[config.mk]
export PLATFORM = sky130hd
export DESIGN_NAME = apb_slv_decoder
export DESIGN_NICKNAME = d
export VERILOG_FILES = /design/src/rtl/apb_slv_decoder.sv
export SDC_FILE = /design/constraint.sdc
export NUM_CORES = 1
export LEC_CHECK = 0
export ABC_CLOCK_PERIOD_IN_PS = 2700
export CORE_AREA = 5 5 116 118
export CTS_CLUSTER_SIZE = 30
export DETAILED_ROUTE_END_ITERATION = 8
export DIE_AREA = 0 0 121 123
export DONT_BUFFER_PORTS = 1
export PLACE_DENSITY = 0.46
export SYNTH_ARGS = -nofsm -noshare
export SYNTH_HDL_FRONTEND = slang
export SYNTH_SLANG_ARGS = --single-unit
[constraint.sdc]
create_clock -name iClk -period 2.7 [get_ports iClk]
set_clock_uncertainty 0.2 [all_clocks]
set_input_delay 0.405 -clock iClk [delete_from_list [all_inputs] [get_ports iClk]]
set_output_delay 0.405 -clock iClk [all_outputs]
set_load 0.05 [all_outputs]
[src/rtl/apb_slv_decoder.sv]
// rtl/apb_slv_decoder.sv - APB fan-out from one master to NUM_SLV slaves with error slave and error counter
// Define APB_TIMEOUT_EN to enable the access-phase watchdog, ABORT state and oTimeout pulse.
module apb_slv_decoder #(
  parameter int                NUM_SLV     = 4,
  parameter int                ADDR_W      = 32,
  parameter int                DATA_W      = 32,
  parameter int                SLV_ADDR_W  = 16,
  parameter logic [ADDR_W-1:0] BASE_ADDR   = 32'h7000_0000,
  parameter int                TIMEOUT_CYC = 255,
  parameter int                TO_CNT_W    = 8
) (
  input  logic                      iClk,
  input  logic                      iRsn,
  input  logic                      iPsel,
  input  logic                      iPenable,
  input  logic                      iPwrite,
  input  logic [ADDR_W-1:0]         iPaddr,
  input  logic [DATA_W-1:0]         iPwdata,
  output logic [DATA_W-1:0]         oPrdata,
  output logic                      oPready,
  output logic                      oPslverr,
  output logic [NUM_SLV-1:0]        oPsel,
  output logic                      oPenable,
  output logic                      oPwrite,
  output logic [SLV_ADDR_W-1:0]     oPaddr,
  output logic [DATA_W-1:0]         oPwdata,
  input  logic [NUM_SLV*DATA_W-1:0] iPrdata,
  input  logic [NUM_SLV-1:0]        iPready,
  input  logic [NUM_SLV-1:0]        iPslverr,
  input  logic                      iErrClr,
  output logic [15:0]               oErrCnt,
  output logic                      oTimeout
);

  localparam int IDX_W = (NUM_SLV > 1) ? $clog2(NUM_SLV) : 1;

  typedef enum logic [1:0] {S_IDLE, S_ACCESS, S_ABORT} state_t;

  state_t             r_state;
  state_t             w_next;
  logic [IDX_W-1:0]   r_idx;
  logic               r_hit;
  logic [15:0]        r_err_cnt;

  logic [ADDR_W-1:0]  w_off;
  logic [ADDR_W-1:0]  w_idx_full;
  logic               w_hit;
  logic               w_setup;
  logic               w_access;
  logic               w_proto_err;
  logic               w_slv_ready;
  logic               w_timeout;
  logic               w_abort;
  logic               w_ready;
  logic               w_slverr;
  logic [DATA_W-1:0]  w_rdata;

  assign w_off       = iPaddr - BASE_ADDR;
  assign w_idx_full  = w_off >> SLV_ADDR_W;
  assign w_hit       = (iPaddr >= BASE_ADDR) && (w_idx_full < ADDR_W'(NUM_SLV));
  assign w_setup     = iPsel && !iPenable;
  assign w_access    = (r_state == S_ACCESS) && iPenable;
  assign w_proto_err = (r_state == S_IDLE) && iPsel && iPenable;
  assign w_slv_ready = iPready[r_idx];

  always_comb begin
    oPsel = '0;
    for (int k = 0; k < NUM_SLV; k++) begin
      oPsel[k] = iPsel && w_hit && !w_abort && (w_idx_full == ADDR_W'(k));
    end
  end

  assign oPenable = iPenable && (r_state == S_ACCESS) && !w_abort;
  assign oPwrite  = iPwrite;
  assign oPaddr   = iPaddr[SLV_ADDR_W-1:0];
  assign oPwdata  = iPwdata;

`ifdef APB_TIMEOUT_EN
  logic [TO_CNT_W-1:0] r_cnt;
  logic                r_abort;

  // A slave PREADY in the last allowed cycle wins over the watchdog.
  assign w_timeout = w_access && r_hit && !w_slv_ready &&
                     (r_cnt == TO_CNT_W'(TIMEOUT_CYC - 1));
  assign w_abort   = r_abort;

  always_ff @(posedge iClk) begin
    if (iRsn) begin
      r_cnt   <= '0;
      r_abort <= 1'b0;
    end else begin
      r_abort <= (w_next == S_ABORT);
      if ((r_state == S_IDLE) && w_setup)
        r_cnt <= '0;
      else if ((r_state == S_ACCESS) && r_hit && !w_slv_ready)
        r_cnt <= r_cnt + 1'b1;
    end
  end
`else
  logic w_unused_cfg;
  assign w_unused_cfg = ^{TIMEOUT_CYC, TO_CNT_W};
  assign w_timeout    = 1'b0;
  assign w_abort      = 1'b0;
`endif

  always_comb begin
    w_ready  = 1'b0;
    w_slverr = 1'b0;
    w_rdata  = '0;
    if (!iRsn) begin
      if (w_access) begin
        if (!r_hit) begin
          w_ready  = 1'b1;
          w_slverr = 1'b1;
        end else if (w_timeout) begin
          w_ready  = 1'b1;
          w_slverr = 1'b1;
        end else begin
          w_ready  = w_slv_ready;
          w_slverr = iPslverr[r_idx] && w_slv_ready;
          w_rdata  = iPrdata[r_idx*DATA_W +: DATA_W];
        end
      end else if (w_proto_err) begin
        w_ready  = 1'b1;
        w_slverr = 1'b1;
      end
    end
  end

  assign oPready  = w_ready;
  assign oPslverr = w_slverr;
  assign oPrdata  = w_rdata;
  assign oTimeout = w_timeout && !iRsn;
  assign oErrCnt  = r_err_cnt;

  always_comb begin
    w_next = r_state;
    case (r_state)
      S_IDLE:   if (w_setup) w_next = S_ACCESS;
      S_ACCESS: if (w_ready) w_next = w_timeout ? S_ABORT : S_IDLE;
      S_ABORT:  w_next = S_IDLE;
      default:  w_next = S_IDLE;
    endcase
  end

  always_ff @(posedge iClk) begin
    if (iRsn) begin
      r_state <= S_IDLE;
      r_idx   <= '0;
      r_hit   <= 1'b0;
    end else begin
      r_state <= w_next;
      if ((r_state == S_IDLE) && w_setup) begin
        r_idx <= w_idx_full[IDX_W-1:0];
        r_hit <= w_hit;
      end
    end
  end

  always_ff @(posedge iClk) begin
    if (iRsn || iErrClr)
      r_err_cnt <= '0;
    else if (w_ready && w_slverr && (r_err_cnt != 16'hFFFF))
      r_err_cnt <= r_err_cnt + 16'd1;
  end

endmodule

==> reports/qor.txt, run 1 <==
first-pass GRT wire length -> 14500 um
Clk Latency, worst-skew pair -> 0.26 ns
Leak -> 0.9943 nW
cts-stage hold buffer count -> 0
Top FF cell, synth -> dfxtp_1
largest net degree at the start of global routing -> 33
share of layout cells above drive strength 1 -> 39.57%
placed instance count -> 445
EDFF count, synth -> 0
CTS tree -> done
fmax -> 0.3851 GHz
Yosys reg bits -> 20
Bufs on Longest Clock Path -> 2
setup TNS -> 0 ns
Buffers on Ports -> 0
Detailed Route WL -> 11080 um
Tmin final -> 2.597 ns
DP Wirelength -> 9246 um
Post-layout nets -> 486
internal reg-to-reg setup slack -> 0.52 ns
Max FO, Critical Path -> 32
num rows -> 41
total global-route track usage -> 12.72%
critical path class -> reg -> out
number of global-route vias before repair -> 2307
Tcrit/Tclk final -> 96.17%
GP Congestion -> 0.7743
DRT Pass-1 Iters -> 5
WL per Instance -> 24.58 um
total power density per cell area -> 278.7 mW/mm2
DRC viols -> 0
Mean Syn Cell Area -> 9.451 um2
die area -> 0.01488 mm2
Max transition margin -> 55.01%
Mapped Cells -> 282
average vias per placed instance -> 5.071
CP Launch Type -> flop
Netlist cell types -> 39
syn_nets -> 489
post-synthesis sequential area ratio -> 15.02%
Worst Hold Class -> in -> reg
initial detailed-routing violation count -> 127
Final Slew Violations -> 0
yosys warns -> 0
via count -> 2287
slew of the pin with the lowest slew margin -> 0.6734 ns
RSZ-0062 raised after global routing -> false
Async SR Flop Fraction -> 0%
post-synthesis instance area -> 0.002665 mm2
Final Hold Viols -> 0
Setup Fix Bufs, Post-CTS -> 0
Final setup viols -> 0
CTS resizes -> 0
CTS Buf Count -> 3
Die X -> 121 um
most frequent cells in the layout -> buf_4 (60), mux4_2 (34), nor2b_1 (33), dfxtp_1 (19), nand2_1 (17)
H-tree depth -> 1
WP data required -> 2.10 ns
Starting Density -> 21.56%
CP Capture Type -> output pin
post-detailed-route count of antenna-violating nets -> 0
commonest non-fill, non-tap cell in the layout -> buf_4
final cell count without fillers -> 451
Final Worst Setup Slack -> 0.1034 ns
CTS clk-pin slew, worst paths -> 0.06 ns
Critical Path AT -> 1.99 ns
status -> complete, no violations
initial antenna violation count -> 1
grt ovf -> 0
Root Driver -> clkbuf_16
Area growth syn-to-layout -> 12.72%
minimum hold slack -> 0.01665 ns
die height -> 123 um
Max-Cap Viols -> 0
CTS Sinks -> 20
pre-CTS setup slack -> 0.3698 ns
maximum vdd drop -> 0.2371 mV
Core ar. -> 0.01236 mm2
I/O pin count -> 311
## power by group
group	switching, mW	total (mW)	internal [mW]
registers	0.00423	0.302	0.298
clock network	0.121	0.347	0.226
logic	0.0755	0.188	0.112
## state kept, by name (all words and copies together), names as in the netlist
signal,count
oErrCnt,16
r_hit,1
r_idx,2
r_state,1
## worst max-delay path, cell delays in order (launching register included)
cell and delay, ns:
dfxtp_1 0.38, nand3_1 0.21, or2_2 0.59, nor2b_1 0.30
buf_4 0.24
## worst paths after layout
path,cells past startpoint,from,end
max,4,r_state[0],oPrdata[6]
min,1,iRsn,r_idx[0]
max reg2reg,6,r_idx[0],oErrCnt[11]
min reg2reg,2,r_hit,r_hit
## cell usage after synthesis (2+ instances only)
cell,number,area [um2]
buf_4,51,382.9
mux4_2,34,765.7
nor2b_1,33,206.5
dfxtp_1,20,400.4
nand2_1,17,63.81
mux2i_1,14,140.1
nor4_1,14,87.58
nand3_1,12,60.06
or3_1,11,68.82
clkbuf_1,10,37.54
nand4_1,8,50.05
buf_2,6,30.03
nor2_1,6,22.52
and2_1,4,25.02
a21oi_1,3,15.01
and3_1,3,18.77
and4_1,3,26.28
nor3b_1,3,22.52
or2_2,3,18.77
or4_1,3,22.52
buf_6,2,22.52
inv_1,2,7.510
nor3_1,2,10.01
nor4b_1,2,17.52
o31ai_1,2,15.01
## through the flow
stage | util (%) | cell area (um2) | power, mW
after floorplan | - | 2675 | 0.6637
after global placement | 23.34 | 2885 | 0.4913
after detailed placement | 23.34 | 2885 | 0.4915
after CTS | 24.06 | 2974 | 0.8455
after global routing | 24.28 | 3002 | 0.8768
final | 24.30 | 3004 | 0.8371
## logic make-up after synthesis
family	after synthesis	share of synthesized area [%]
and+or+nand+nor	127	28.08
buffers and inverters	72	18.17
muxes	48	33.99
DFF	20	15.02
AOI/OAI and AO/OA	13	4.132
adders and majority gates	1	0.4694
other	1	0.1407
## metal layers
metal  vias up  GRT usage [%]  share of wire [%]
li1       1009              -                  -
met1      1081          14.97                 35
met2       179          22.54                 53
met3        18          3.339                 10
met4         0          4.178                2.2
met5         -              0                  0
## area by class of cell
type	count	area [um2]
Clock buffer	4	88.84
Tap cell	172	215.2
Timing Repair Buffer	62	495.5
Inverter	2	7.507
Fill cell	1331	9359
Sequential cell	20	404.1
Antenna cell	1	2.502
Multi-Input combinational cell	190	1790
(Power assumes the default switching activity.)
==> run 2: changes to the inputs <==
==> config.mk (replaced) <==
export PLATFORM = sky130hd
export DESIGN_NAME = apb_slv_decoder
export DESIGN_NICKNAME = d
export VERILOG_FILES = /design/src/rtl/apb_slv_decoder.sv
export SDC_FILE = /design/constraint.sdc
export NUM_CORES = 1
export LEC_CHECK = 0
export ABC_CLOCK_PERIOD_IN_PS = 3120
export CORE_AREA = 2 2 120 122
export CTS_CLUSTER_SIZE = 30
export DETAILED_ROUTE_END_ITERATION = 8
export DIE_AREA = 0 0 122 124
export DONT_BUFFER_PORTS = 1
export PLACE_DENSITY = 0.43
export SYNTH_ARGS = -nofsm -noshare
export SYNTH_HDL_FRONTEND = slang
export SYNTH_SLANG_ARGS = --single-unit
==> constraint.sdc (replaced) <==
create_clock -name iClk -period 3.12 [get_ports iClk]
set_clock_uncertainty 0.2 [all_clocks]
set_input_delay 0.468 -clock iClk [delete_from_list [all_inputs] [get_ports iClk]]
set_output_delay 0.468 -clock iClk [all_outputs]
set_load 0.05 [all_outputs]
==> run 2 against run 1 <==
Net effect: routed wire length shrank 7.5%; register-to-register slack gained 0.29 ns; highest routed layer is now met5; count of clock-buffer cells in the layout shrank 1; design area shrank 4.2%; core utilization shrank 3.3 points; sequential cell count is the same; largest cell class unchanged; die area grew 1.6%; sequential share of layout area grew 0.50 points; final cell count shrank 2.0%; worst setup slack gained 0.35 ns; clock power shrank 22%; combinational power shrank 16%.
==> reports/qor.txt, run 2 (same netlist as run 1, synthesis figures left out) <==
Final setup viols -> 0
first-pass GRT wire length -> 13280 um
CTS resizes -> 0
Post-layout nets -> 471
most frequent cells in the layout -> buf_4 (45), mux4_2 (34), nor2b_1 (33), dfxtp_1 (19), nand2_1 (17)
average vias per placed instance -> 5.048
grt ovf -> 0
cts-stage hold buffer count -> 0
Antenna diodes -> 0
number of global-route vias before repair -> 2168
Util after Layout -> 20.98%
I/O pin count -> 311
DP Wirelength -> 8688 um
maximum vdd drop -> 0.1461 mV
cell at the slowest stage of the critical path -> mux4_2
post-detailed-route count of antenna-violating nets -> 0
CP Capture Type -> output pin
WP data required -> 2.45 ns
slowest stage delay, CP -> 0.61 ns
total global-route track usage -> 11.73%
Buffers on Ports -> 0
Max transition margin -> 42.29%
critical path class -> reg -> out
CTS tree -> done
Max-Cap Viols -> 0
Leak -> 0.9036 nW
Tmin final -> 2.664 ns
Worst Hold Class -> in -> reg
WP buf/inv -> 2
via count -> 2231
initial detailed-routing violation count -> 82
Setup Fix Bufs, Post-CTS -> 0
Clk Latency, worst-skew pair -> 0.26 ns
WL per Instance -> 23.19 um
NetSw -> 0.1662 mW
clock power share -> 39.2%
Critical Path AT -> 2.00 ns
Die X -> 122 um
CTS Buf Count -> 3
DRT Pass-1 Iters -> 4
die area -> 0.01513 mm2
Detailed Route WL -> 10250 um
slew of the pin with the lowest slew margin -> 0.8624 ns
GP Congestion -> 0.7986
Seq pwr share -> 37.9%
Starting Density -> 19.43%
num rows -> 43
DRC viols -> 0
Core ar. -> 0.01372 mm2
max reg flops -> 16
sw frac -> 24.21%
Final Slew Violations -> 0
critical path cell sequence -> buf_12, mux4_2, o211ai_1, inv_1
initial antenna violation count -> 2
Max FO, Critical Path -> 35
share of layout cells above drive strength 1 -> 35.88%
Tcrit/Tclk final -> 85.38%
CTS Sinks -> 20
Area growth syn-to-layout -> 7.981%
commonest non-fill, non-tap cell in the layout -> buf_4
Combinational Power Share -> 22.9%
largest net degree at the start of global routing -> 36
internal power -> 0.5203 mW
CTS clk-pin slew, worst paths -> 0.05 ns
CP delay by family, top -> multiplexers
total power density per cell area -> 238.5 mW/mm2
setup TNS -> 0 ns
fmax -> 0.3754 GHz
die height -> 124 um
CP Launch Type -> flop
status -> complete, no violations
H-tree depth -> 1
RSZ-0062 raised after global routing -> false
Final Hold Viols -> 0
Root Driver -> clkbuf_16
Bufs on Longest Clock Path -> 2
run 2: cell count changes in the layout (fill, tap and decap cells not counted):
cell       delta
buf_4        -15
buf_12        +1
clkbuf_16     -1
clkbuf_8      -1
dfxtp_2       +1
dfxtp_4       -1
diode_2       -1
run 2: layer usage:
metal / vias to the layer above / GRT usage (%) / routed length (um)
met4: 4 / 4.023 / 275
met5: - / 0 / 33
met2: 148 / 21.51 / 5488
li1: 970 / - / -
met3: 29 / 2.106 / 815
met1: 1080 / 13.72 / 3637
run 2: metrics by stage:
stage | hold WS (ns) | power [mW] | setup WS [ns] | area (um2) | instances
after CTS | 0.07349 | 0.6962 | 0.4423 | 2878 | 442
after global routing | 0.07224 | 0.7111 | 0.3281 | 2878 | 442
after detailed placement | 0.2931 | 0.4261 | 0.7205 | 2803 | 439
after global placement | 0.2900 | 0.4284 | 0.7347 | 2803 | 439
final | 0.07429 | 0.6865 | 0.4560 | 2878 | 442
after floorplan | 0.2613 | 0.5742 | 0.2428 | 2665 | 282
run 2: final cells by class:
class	count	area, um2
Clock buffer	3	75.07
Fill cell	1513	10840
Inverter	2	7.507
Multi-Input combinational cell	190	1790
Sequential cell	20	401.6
Tap cell	180	225.2
Timing Repair Buffer	47	377.9
run 2: path summary, 6_finish.rpt:
path / to / startpoint / slack [ns] / depth (start not counted)
max: oPready / r_idx[0] / 0.46 / 4
min: r_idx[0] / iRsn / 0.07 / 1
max reg2reg: oErrCnt[14] / oErrCnt[7] / 0.81 / 4
min reg2reg: r_hit / r_hit / 0.31 / 2
run 2: worst reg2reg max path, delay by kind of cell (launching register included):
| family | cells | cell delay (ns) |
|---|---|---|
| and+or+nand+nor | 3 | 1.07 |
| muxes | 1 | 0.19 |
| DFF | 1 | 0.76 |
run 2: power by group through the flow:
stage               clock, mW  combinational, mW  sequential [mW]
floorplan                   0              0.308            0.266
global placement            0              0.163            0.265
detailed placement          0              0.161            0.266
CTS                     0.274              0.162            0.260
global route            0.280              0.171            0.260
finish                  0.269              0.158            0.260
